`src/rtl/sseg_scan_driver.sv`:
```
// Time-multiplexed 7-segment display driver.
// Scans one digit per refresh slot, with leading-zero blanking, per-digit
// decimal points and frame-synchronous blink. New values arrive through a
// valid/ready handshake and take effect only at a frame boundary, so a frame
// never shows a mix of old and new digits.
module sseg_scan_driver #(
  parameter int NUM_DIGITS   = 4,
  parameter int REFRESH_DIV  = 1024,
  parameter int BLINK_FRAMES = 64,
  parameter int SEG_ACT_LOW  = 0,
  parameter int AN_ACT_LOW   = 0
) (
  input  logic                    clk,
  input  logic                    reset,
  input  logic                    load_valid,
  output logic                    load_ready,
  input  logic [4*NUM_DIGITS-1:0] load_value,
  input  logic [NUM_DIGITS-1:0]   dp_mask,
  input  logic                    blank_lz,
  input  logic                    blink_en,
  output logic [6:0]              sseg,
  output logic                    dp,
  output logic [NUM_DIGITS-1:0]   anode
);

  localparam int DIV_W = (REFRESH_DIV > 1) ? $clog2(REFRESH_DIV) : 1;
  localparam int IDX_W = (NUM_DIGITS > 1) ? $clog2(NUM_DIGITS) : 1;
  localparam int FR_W  = (BLINK_FRAMES > 1) ? $clog2(BLINK_FRAMES) : 1;

  localparam logic [DIV_W-1:0] DIV_LAST = DIV_W'(REFRESH_DIV - 1);
  localparam logic [IDX_W-1:0] IDX_LAST = IDX_W'(NUM_DIGITS - 1);
  localparam logic [FR_W-1:0]  FR_LAST  = FR_W'(BLINK_FRAMES - 1);
  localparam logic             SEG_INV  = (SEG_ACT_LOW != 0);
  localparam logic             AN_INV   = (AN_ACT_LOW != 0);

  logic [DIV_W-1:0]        div_cnt;
  logic [IDX_W-1:0]        scan_idx;
  logic [FR_W-1:0]         frame_cnt;
  logic                    blink_phase;
  logic [4*NUM_DIGITS-1:0] display;
  logic [4*NUM_DIGITS-1:0] pending;
  logic                    pending_full;
  logic                    tick;
  logic                    frame_end;

  logic [3:0]              nib [NUM_DIGITS];
  logic [NUM_DIGITS-1:0]   lz_run;
  logic                    run;
  logic [3:0]              cur_nib;
  logic                    blank_cur;
  logic [6:0]              seg_n;
  logic                    dp_n;
  logic [NUM_DIGITS-1:0]   an_n;

  function automatic logic [6:0] hex7(input logic [3:0] n);
    logic [6:0] s;
    case (n)
      4'h0: s = 7'h3F;
      4'h1: s = 7'h06;
      4'h2: s = 7'h5B;
      4'h3: s = 7'h4F;
      4'h4: s = 7'h66;
      4'h5: s = 7'h6D;
      4'h6: s = 7'h7D;
      4'h7: s = 7'h07;
      4'h8: s = 7'h7F;
      4'h9: s = 7'h6F;
      4'hA: s = 7'h77;
      4'hB: s = 7'h7C;
      4'hC: s = 7'h39;
      4'hD: s = 7'h5E;
      4'hE: s = 7'h79;
      default: s = 7'h71;
    endcase
    return s;
  endfunction

  assign tick       = (div_cnt == DIV_LAST);
  assign frame_end  = tick && (scan_idx == IDX_LAST);
  assign load_ready = !pending_full;

  // Slot timer and digit scan pointer.
  always_ff @(posedge clk or posedge reset) begin
    if (reset) begin
      div_cnt  <= '0;
      scan_idx <= '0;
    end else begin
      div_cnt <= tick ? '0 : div_cnt + 1'b1;
      if (tick)
        scan_idx <= (scan_idx == IDX_LAST) ? '0 : scan_idx + 1'b1;
    end
  end

  // Pending buffer: accept when empty, commit to display at frame end.
  // Accept and commit are mutually exclusive since one needs the buffer
  // empty and the other needs it full.
  always_ff @(posedge clk or posedge reset) begin
    if (reset) begin
      pending      <= '0;
      pending_full <= 1'b0;
      display      <= '0;
    end else if (frame_end && pending_full) begin
      display      <= pending;
      pending_full <= 1'b0;
    end else if (load_valid && !pending_full) begin
      pending      <= load_value;
      pending_full <= 1'b1;
    end
  end

  // Blink timebase: free-running frame counter, phase toggles on wrap.
  always_ff @(posedge clk or posedge reset) begin
    if (reset) begin
      frame_cnt   <= '0;
      blink_phase <= 1'b0;
    end else if (frame_end) begin
      if (frame_cnt == FR_LAST) begin
        frame_cnt   <= '0;
        blink_phase <= !blink_phase;
      end else begin
        frame_cnt <= frame_cnt + 1'b1;
      end
    end
  end

  // Next output pattern for the current digit: decode, blanking, blink.
  always_comb begin
    run = 1'b1;
    for (int i = NUM_DIGITS - 1; i >= 0; i--) begin
      nib[i]    = display[4*i +: 4];
      run       = run && (nib[i] == 4'h0);
      lz_run[i] = run;
    end
    cur_nib   = nib[scan_idx];
    blank_cur = blank_lz && (scan_idx != '0) && lz_run[scan_idx];
    an_n           = '0;
    an_n[scan_idx] = 1'b1;
    seg_n     = blank_cur ? 7'h00 : hex7(cur_nib);
    dp_n      = dp_mask[scan_idx];
    if (blink_en && blink_phase) begin
      an_n  = '0;
      seg_n = 7'h00;
      dp_n  = 1'b0;
    end
  end

  // Output register; all pins update on the same edge, polarity applied last.
  always_ff @(posedge clk or posedge reset) begin
    if (reset) begin
      sseg  <= {7{SEG_INV}};
      dp    <= SEG_INV;
      anode <= {NUM_DIGITS{AN_INV}};
    end else begin
      sseg  <= seg_n ^ {7{SEG_INV}};
      dp    <= dp_n ^ SEG_INV;
      anode <= an_n ^ {NUM_DIGITS{AN_INV}};
    end
  end

endmodule

```
`config.mk`:
```
export PLATFORM = sky130hd
export DESIGN_NAME = sseg_scan_driver
export DESIGN_NICKNAME = d
export VERILOG_FILES = /design/src/rtl/sseg_scan_driver.sv
export SDC_FILE = /design/constraint.sdc
export NUM_CORES = 1
export LEC_CHECK = 0
export BUFFER_PORTS_ARGS = -buffer_cell sky130_fd_sc_hd__buf_2
export CORE_MARGIN = 2
export CORE_UTILIZATION = 57
export DETAILED_ROUTE_END_ITERATION = 8
export PLACE_DENSITY = 0.76
export RECOVER_POWER = 25
export SKIP_LAST_GASP = 1
export SYNTH_ARGS = -nofsm -noshare
export SYNTH_HDL_FRONTEND = slang
export SYNTH_SLANG_ARGS = --single-unit
```
`constraint.sdc`:
```
create_clock -name clk -period 2.8 [get_ports clk]
set_input_delay 0.7 -clock clk [delete_from_list [all_inputs] [get_ports clk]]
set_output_delay 0.7 -clock clk [all_outputs]
set_load 0.02 [all_outputs]
```
==> results by group, run 1 <==
Routing
  • Final WL: 5190 µm
  • DRT Pass-1 Iters: 4
  • Vias per Instance: 5.52
  • ANT nets after route: 0
  • WL/cell: 14.5 µm
  • Drt drc: 0
  • Via count: 1970
  • DR iter-0 viols: 78

Synth
  • Synth warnings: 0
  • Avg Inst Size Synth: 12.7 µm²
  • Yosys reg bits: 64
  • Mapped Nets: 276
  • Ys flop type: dfrtp_1
  • Cells after synthesis: 239
  • Synth top area share: 52.7%
  • Post-synth cell types: 43
  • Number of synthesized flops with an enable pin: 0
  • Synth area leader: dfrtp_1
  • Largest cells by area after synthesis: dfrtp_1, mux2_2, ha_1
  • Seq/Total Area, Yosys: 52.7%
  • Most frequent cell after synthesis: dfrtp_1
  • Asr flop ratio synth: 100%
  • Syn Std Cell Area: 3040 µm²
  • Top post-synthesis cells by count: dfrtp_1, mux2_2, nor2_1

Timing
  • Fin crit period: 2.24 ns
  • Pins over their slew limit: 0
  • Relative slew slack: 36.7%
  • WHS: 0.489 ns
  • Peak Freq: 447 MHz
  • Post-Route Skew: 0.00759 ns
  • Final hold violations: 0
  • Final period util: 79.9%
  • RSZ-0062 raised after global routing: false
  • Setup WS post-layout: 0.562 ns
  • Worst Tran Pin Value: 0.949 ns
  • Final Setup Violations: 0
  • Final TNS setup: 0 ns

Finish
  • Filler cells: 401
  • Fraction of layout cells with a size suffix above 1: 33.1%
  • Fin nets: 319
  • # diodes: 0
  • Synthesis-to-layout area growth: 13.4%
  • Fin util: 67.1%
  • Non-Filler Instances: 357

Place
  • Placer Congestion: 0.853
  • Pre-CTS setup slack: 0.542 ns
  • Hpwl dp: 3650 µm
  • Placed insts: 341
  • Port bufs: 37

Worst setup path
  • Critical-path top delay cell: mux4_1
  • Worst Setup Start Kind: register
  • Critical path capture point type: register
  • Critical Path AT: 2.46 ns
  • WP buf/inv: 1
  • Reg-to-Reg End: sseg[0]$_DFF_PP0_
  • Worst path max stage delay: 0.72 ns
  • Worst endpoint required time: 3.02 ns
  • Worst r2r src: scan_idx[0]$_DFFE_PP0N_
  • Crit path max-delay family: multiplexers
  • Max FO, Critical Path: 11
  • R2R setup slack: 0.56 ns
  • CP Cell Sequence: mux4_1 > inv_1 > ha_1 > nor2_1 > a32oi_1 > a31oi_1
  • CP Class: reg -> reg
  • Cells on worst reg2reg path: 6

Clocking
  • # clock sinks: 64
  • CTS Buf Count: 9
  • CTS tree: built
  • Resized Gates After CTS: 0
  • Post-CTS Repair Setup Buffers: 0
  • CTS hold repair buffers: 0
  • Worst-case clock buffer depth: 2
  • Clock root cell: clkbuf_8
  • H-tree Lvls: 3
  • Worst-skew pair later-pin latency: 0.34 ns
  • Clk slew on worst S/H paths: 0.07 ns

Worst hold path
  • HP Start: blink_phase$_DFFE_PP0P_
  • Min-Delay Path Depth: 1
  • Worst hold path type: reg -> reg
  • Hold EP: anode[3]$_DFF_PP0_

Run
  • Max Cap Viol: 0

Global route
  • Largest net degree at the start of global routing: 41
  • GRT Total Usage: 20.0%
  • Vias in the first global route: 1901
  • Initial antenna violation count: 0
  • GRT overflow: 0
  • First-pass GRT wire length: 9210 µm

Floorplanning
  • Row count: 26
  • Chip width: 77.1 µm
  • Initial core utilization: 59.2%
  • I/O pins: 38
  • Die area: 5940 µm²
  • Area of the core: 5140 µm²
  • Die H: 77.1 µm

Power
  • Pleak: 0.00159 µW
  • Pwr dens: 565 nW/µm²
  • Max VDD drop: 381 µV

Status
  • Status: completed
==> how the worst max path moves through the flow <==
stage                     slack [ns]                  to                     from  cells after the start
after floorplan                 0.50  anode[0]$_DFF_PP0_                    reset                      1
after global placement          0.60   sseg[0]$_DFF_PP0_  scan_idx[0]$_DFFE_PP0N_                      6
after detailed placement        0.54   sseg[0]$_DFF_PP0_  scan_idx[0]$_DFFE_PP0N_                      6
after CTS                       0.54   sseg[4]$_DFF_PP0_  scan_idx[0]$_DFFE_PP0N_                      7
after global routing            0.32   sseg[5]$_DFF_PP0_  scan_idx[0]$_DFFE_PP0N_                      7
final                           0.56   sseg[0]$_DFF_PP0_  scan_idx[0]$_DFFE_PP0N_                      6
==> cells by family after synthesis <==
group           Yosys count  synth area share, %
compound gates           24                 5.43
fa+ha+maj                12                 4.94
mux                      44                 18.3
buf+inv                  18                 3.41
simple gates             64                 11.6
xor+xnor                 13                 3.74
flops                    64                 52.7
==> routing by layer <==
metal | vias up | global-route usage (%) | routed length, µm
met1 | 974 | 28.7 | 2540
li1 | 946 | - | -
met5 | - | 0 | 0
met4 | 0 | 11.8 | 82
met2 | 43 | 28.2 | 2390
met3 | 7 | 4.12 | 185
==> state kept, by name, indices dropped and copies added (netlist names) <==
signal,cells
display,16
sseg,7
blink_phase,1
scan_idx,2
div_cnt,10
pending_full,1
anode,4
dp,1
pending,16
frame_cnt,6
==> worst reg2reg max path: cells and delay by family (launching register included) <==
family,cells,cell delay (ns)
buf+inv,1,0.15
mux,1,0.72
simple gates,1,0.06
compound gates,2,0.30
fa+ha+maj,1,0.27
flops,1,0.62
==> cell type report <==
cell class                 instances  area (µm²)  area share, %
inverter                          10        37.5           1.09
multi-input combinational        157        1340           38.8
timing repair buffer              40         205           5.95
clock buffer                      12         135           3.92
clock inverter                     4        45.0           1.31
sequential                        64        1600           46.4
tap                               70        87.6           2.54
==> report_power, final <==
part	total (µW)	switching [µW]	internal, µW
Clock	742	335	408
Sequential	1070	53.0	1020
Combinational	136	50.8	85.4
Total	1950	439	1510
==> placed cells by master (no fill, tap or decap), types with 4 or more instances in the layout <==
master	Yosys	layout
xnor2_1	5	5
a221oi_1	4	4
ha_1	12	12
nand4_1	4	4
inv_1	10	10
nand3_1	5	5
dfrtp_1	64	64
and2_1	4	4
mux2_2	32	32
a21oi_1	5	5
mux2i_1	6	6
nor2_1	15	15
nand2_1	14	14
clkbuf_8	1	9
buf_2	3	37
o21ai_0	7	7
xor2_1	8	8
==> per-stage QoR <==
stage	area, µm²	total power [µW]
floorplan	3040	1170
CTS	3460	1980
global placement	3280	1220
detailed placement	3280	1230
finish	3450	1950
global route	3450	2040
Note: power is estimated with default switching activity, not from simulation.
==> run 2: changes to the inputs <==
Settings changed: CORE_UTILIZATION 57 to 52, PLACE_DENSITY 0.76 to 0.73.
Clock period 2.8 ns to 2.05 ns, I/O delays scaled along.
==> run 2 against run 1 <==
Against the previous run:
- core utilization decreased by 2.8 points
- global-route usage decreased by 0.66 points
- register-to-register slack got worse by 0.47 ns
- non-clock buffer count increased by 9
- critical path depth unchanged
- cell count increased by 2.8%
- critical endpoint unchanged
- sequential power increased by 36%
- first-iteration DRC count increased by 45%
==> results by group, run 2 (same netlist as run 1, synthesis figures left out) <==
Power
  • Pleak: 0.00166 µW
  • Max VDD drop: 551 µV
  • Pwr dens: 817 nW/µm²

Clocking
  • # clock sinks: 64
  • Worst-case clock buffer depth: 2
  • Clock root cell: clkbuf_8
  • CTS tree: built
  • CTS Buf Count: 9
  • Clk slew on worst S/H paths: 0.07 ns
  • Worst-skew pair later-pin latency: 0.34 ns
  • H-tree Lvls: 3

Timing
  • RSZ-0062 raised after global routing: true
  • WHS: 0.197 ns
  • Final hold violations: 0
  • Setup WS post-layout: 0.0905 ns
  • Relative slew slack: 43.1%
  • Fin crit period: 1.96 ns
  • Post-Route Skew: 0.00854 ns
  • Final period util: 95.6%
  • Final Setup Violations: 0
  • Pins over their slew limit: 0
  • Peak Freq: 510 MHz
  • Worst Tran Pin Value: 0.853 ns

Finish
  • # diodes: 0
  • Top Registers: display x16, pending x16, div_cnt x10
  • Filler cells: 453
  • Non-Filler Instances: 367
  • Synthesis-to-layout area growth: 17.8%
  • Most common cell after layout, fill and taps aside: dfrtp_1
  • Fin util: 64.3%
  • Fin nets: 328
  • Fraction of layout cells with a size suffix above 1: 36.6%
  • Most frequent cells in the layout: dfrtp_1, buf_2, mux2_2

Floorplanning
  • Die area: 6480 µm²
  • Area of the core: 5570 µm²
  • Row count: 27
  • Die H: 80.5 µm
  • I/O pins: 38
  • Initial core utilization: 54.6%
  • Chip width: 80.5 µm

Place
  • Placed insts: 350
  • Hpwl dp: 3890 µm
  • Placer Congestion: 0.854
  • Port bufs: 37
  • Pre-CTS setup slack: 0.112 ns

Worst setup path
  • Cells on worst reg2reg path: 6
  • Worst path max stage delay: 0.68 ns
  • Max FO, Critical Path: 6
  • Worst endpoint required time: 2.27 ns
  • CP Cell Sequence: mux4_1 > inv_1 > ha_1 > nor2_1 > a32oi_1 > a31oi_1
  • WP buf/inv: 1
  • Critical path capture point type: register
  • Crit path max-delay family: multiplexers
  • Critical-path top delay cell: mux4_1
  • Crit path depth: 6
  • Worst Setup Start Kind: register
  • CP Class: reg -> reg
  • Critical Path AT: 2.18 ns

Status
  • Status: completed

Routing
  • ANT nets after route: 0
  • Drt drc: 0
  • WL/cell: 15.0 µm
  • Vias per Instance: 5.39
  • Final WL: 5500 µm
  • DR iter-0 viols: 113
  • Via count: 1978
  • DRT Pass-1 Iters: 4

Global route
  • GRT Total Usage: 19.4%
  • First-pass GRT wire length: 9420 µm
  • Largest net degree at the start of global routing: 37
  • GRT overflow: 0
  • Initial antenna violation count: 0
  • Vias in the first global route: 1947

Worst hold path
  • Worst hold path type: in -> async

Run
  • Max Cap Viol: 0
-- run 2: repair_timing --
action	4_1_cts	5_1_grt
buffers inserted	0	2
hold buffers	0	0
gates resized for setup	0	0
hold endpoints to repair	0	0
setup endpoints to repair	0	7
-- run 2: routing by layer --
metal / vias up / global-route usage (%) / part of all wire, %
li1: 963 / - / -
met2: 50 / 28.2 / 45
met3: 12 / 4.49 / 4.5
met4: 0 / 10.0 / 2.5
met5: - / 0 / 0
met1: 953 / 26.9 / 48
-- run 2: cell type report --
type,count,area (µm²),share of cell area (%)
repair buffers,49,273,7.61
inverters,10,38.8,1.08
clock buffers,13,179,4.99
clock inverters,2,60.1,1.68
well taps,72,90.1,2.51
multi-input cells,157,1340,37.4
flip-flops and latches,64,1600,44.7
-- run 2: path summary, 6_finish.rpt --
| path | startpoint | to | slack, ns |
|---|---|---|---|
| setup / recovery | scan_idx[0]$_DFFE_PP0N_ | sseg[0]$_DFF_PP0_ | 0.09 |
| hold / removal | reset | display[13]$_DFFE_PP0P_ | 0.20 |
| setup reg to reg | scan_idx[0]$_DFFE_PP0N_ | sseg[0]$_DFF_PP0_ | 0.09 |
| hold reg to reg | div_cnt[0]$_DFF_PP0_ | div_cnt[0]$_DFF_PP0_ | 0.48 |
| max in group asynchronous | reset | display[5]$_DFFE_PP0P_ | 0.67 |
| min in group clk | blink_en | anode[3]$_DFF_PP0_ | 0.35 |
-- run 2: power by group --
part	internal, µW	switching (µW)	total (µW)
logic	118	70.0	188
registers	1390	69.1	1460
clock network	811	470	1280
-- run 2: metrics by stage --
step	area, µm²	setup TNS (ns)	power [µW]
2_1_floorplan	3050	0	1600
3_3_place_gp	3350	0	1660
3_5_place_dp	3350	0	1680
4_1_cts	3590	0	2960
5_1_grt	3580	-0.108	3050
6_report	3580	0	2930
==> run 3: changes to the inputs <==
Settings changed: CORE_UTILIZATION 52 to 57, PLACE_DENSITY 0.73 to 0.76.
Clock period 2.05 ns to 2.1 ns, I/O delays scaled along.
==> run 3 against run 2 <==
Against the previous run:
- clock power down 16%
- core utilization increased by 4.5 points
- maximum frequency shrank 0.91%
- highest routed layer unchanged
- largest cell class unchanged
- power down 8.3%
==> results by group, run 3 (same netlist as run 1, synthesis figures left out) <==
Place
  • Port bufs: 37
  • Placer Congestion: 0.853
  • Placed inst area: 3330 µm²
  • Hpwl dp: 3670 µm

Timing
  • Peak Freq: 506 MHz
  • Final hold violations: 0
  • Worst Tran Pin Value: 0.936 ns
  • Pins over their slew limit: 0
  • Fin crit period: 1.98 ns
  • Final period util: 94.2%
  • Relative slew slack: 37.2%
  • WHS: 0.325 ns
  • Post-Route Skew: 0.00421 ns
  • Final Setup Violations: 0

Global route
  • GRT Total Usage: 19.6%
  • Initial antenna violation count: 0
  • GRT overflow: 0
  • First-pass GRT wire length: 9020 µm
  • Vias in the first global route: 1955
  • Largest net degree at the start of global routing: 44

Clocking
  • CTS tree: built
  • Clk slew on worst S/H paths: 0.07 ns
  • Clock root cell: clkbuf_8
  • CTS Buf Count: 9
  • H-tree Lvls: 3
  • Worst-skew pair later-pin latency: 0.34 ns
  • Worst-case clock buffer depth: 2
  • # clock sinks: 64

Power
  • Max VDD drop: 592 µV
  • Pleak: 0.00162 µW
  • Pwr dens: 759 nW/µm²

Worst setup path
  • CP Class: reg -> reg
  • Critical Path AT: 2.20 ns
  • Critical path capture point type: register
  • Worst Setup Start Kind: register
  • Worst endpoint required time: 2.33 ns
  • Max FO, Critical Path: 6

Routing
  • Drt drc: 0
  • Vias per Instance: 5.49
  • Final WL: 5150 µm
  • WL/cell: 14.1 µm
  • DRT Pass-1 Iters: 4
  • DR iter-0 viols: 111
  • ANT nets after route: 0
  • Via count: 1999

Finish
  • Synthesis-to-layout area growth: 16.2%
  • Area taken by flip-flops and latches: 1600 µm²
  • Fraction of layout cells with a size suffix above 1: 36.7%
  • Fin nets: 326
  • Most frequent cells in the layout: dfrtp_1, buf_2, mux2_2
  • Finished Cell Area: 3540 µm²
  • Most common cell after layout, fill and taps aside: dfrtp_1
  • Filler cells: 407
  • Top Registers: display x16, pending x16, div_cnt x10
  • # diodes: 0
  • Fin util: 68.8%
  • Multi-input logic area: 1340 µm²

Floorplanning
  • Area of the core: 5140 µm²
  • Die H: 77.1 µm
  • I/O pins: 38
  • Chip width: 77.1 µm
  • Die area: 5940 µm²
  • Initial core utilization: 59.2%
  • Row count: 26

Worst hold path
  • Worst hold path type: in -> async

Run
  • Max Cap Viol: 0

Status
  • Status: completed
==> run 3: changes by cell type in the layout (fill, tap and decap cells not counted), sizes merged <==
cell	before	now
buf	48	47
bufinv	2	1
clkbuf	14	11
clkinv	0	2
clkinvlp	1	3
==> run 3: cell type report <==
class / instances / share of cell area [%]
Inverter: 10 / 1.10
Multi-Input combinational cell: 157 / 38.0
Sequential cell: 64 / 45.3
Tap cell: 70 / 2.48
Timing Repair Buffer: 47 / 7.29
Clock buffer: 11 / 4.28
Clock inverter: 5 / 1.56
==> run 3: stage by stage <==
step / TNS, ns / total power (µW) / setup slack [ns] / instances
floorplan: 0 / 1560 / 0.0469 / 239
global placement: 0 / 1620 / 0.196 / 347
detailed placement: 0 / 1640 / 0.115 / 347
CTS: 0 / 2720 / 0.107 / 363
global route: -0.0268 / 2800 / -0.0152 / 364
finish: 0 / 2680 / 0.122 / 364
==> run 3: worst paths after layout <==
path	startpoint	end	slack (ns)	depth (start not counted)
max	scan_idx[0]$_DFFE_PP0N_	sseg[0]$_DFF_PP0_	0.12	6
min	reset	anode[3]$_DFF_PP0_	0.33	2
max reg2reg	scan_idx[0]$_DFFE_PP0N_	sseg[0]$_DFF_PP0_	0.12	6
min reg2reg	div_cnt[8]$_DFF_PP0_	div_cnt[8]$_DFF_PP0_	0.49	1
max in group asynchronous	reset	pending[6]$_DFFE_PP0P_	0.41	3
min in group clk	blink_en	anode[3]$_DFF_PP0_	0.37	2
==> run 3: timing repair <==
item                                    in CTS  in global routing
buffers inserted                             0                  1
hold buffers                                 0                  0
endpoints found under the setup margin       0                  7
endpoints found under the hold margin        0                  0
gates resized for setup                      0                  3
==> run 3: where the power goes <==
| group | leakage, µW | total [µW] | switching, µW | internal, µW |
|---|---|---|---|---|
| registers | 0.000799 | 1420 | 65.5 | 1350 |
| logic | 0.000723 | 183 | 68.4 | 114 |
| clock network | 0.000101 | 1080 | 472 | 608 |
==> run 3: worst max-delay path, cell delays in order, from the launching register on <==
cell and delay (ns):
dfrtp_1 0.40, mux4_1 0.67, inv_1 0.15, ha_1 0.28, nor2_1 0.06, a32oi_1 0.21
a31oi_1 0.10
==> run 3: metal layers <==
layer  vias to the layer above  part of all wire (%)  global-route usage, %
met2                        49                    47                   30.1
li1                        955                     -                      -
met1                       983                    46                   26.1
met3                        12                   5.3                   5.53
met5                         -                     0                      0
met4                         0                   2.4                   9.11
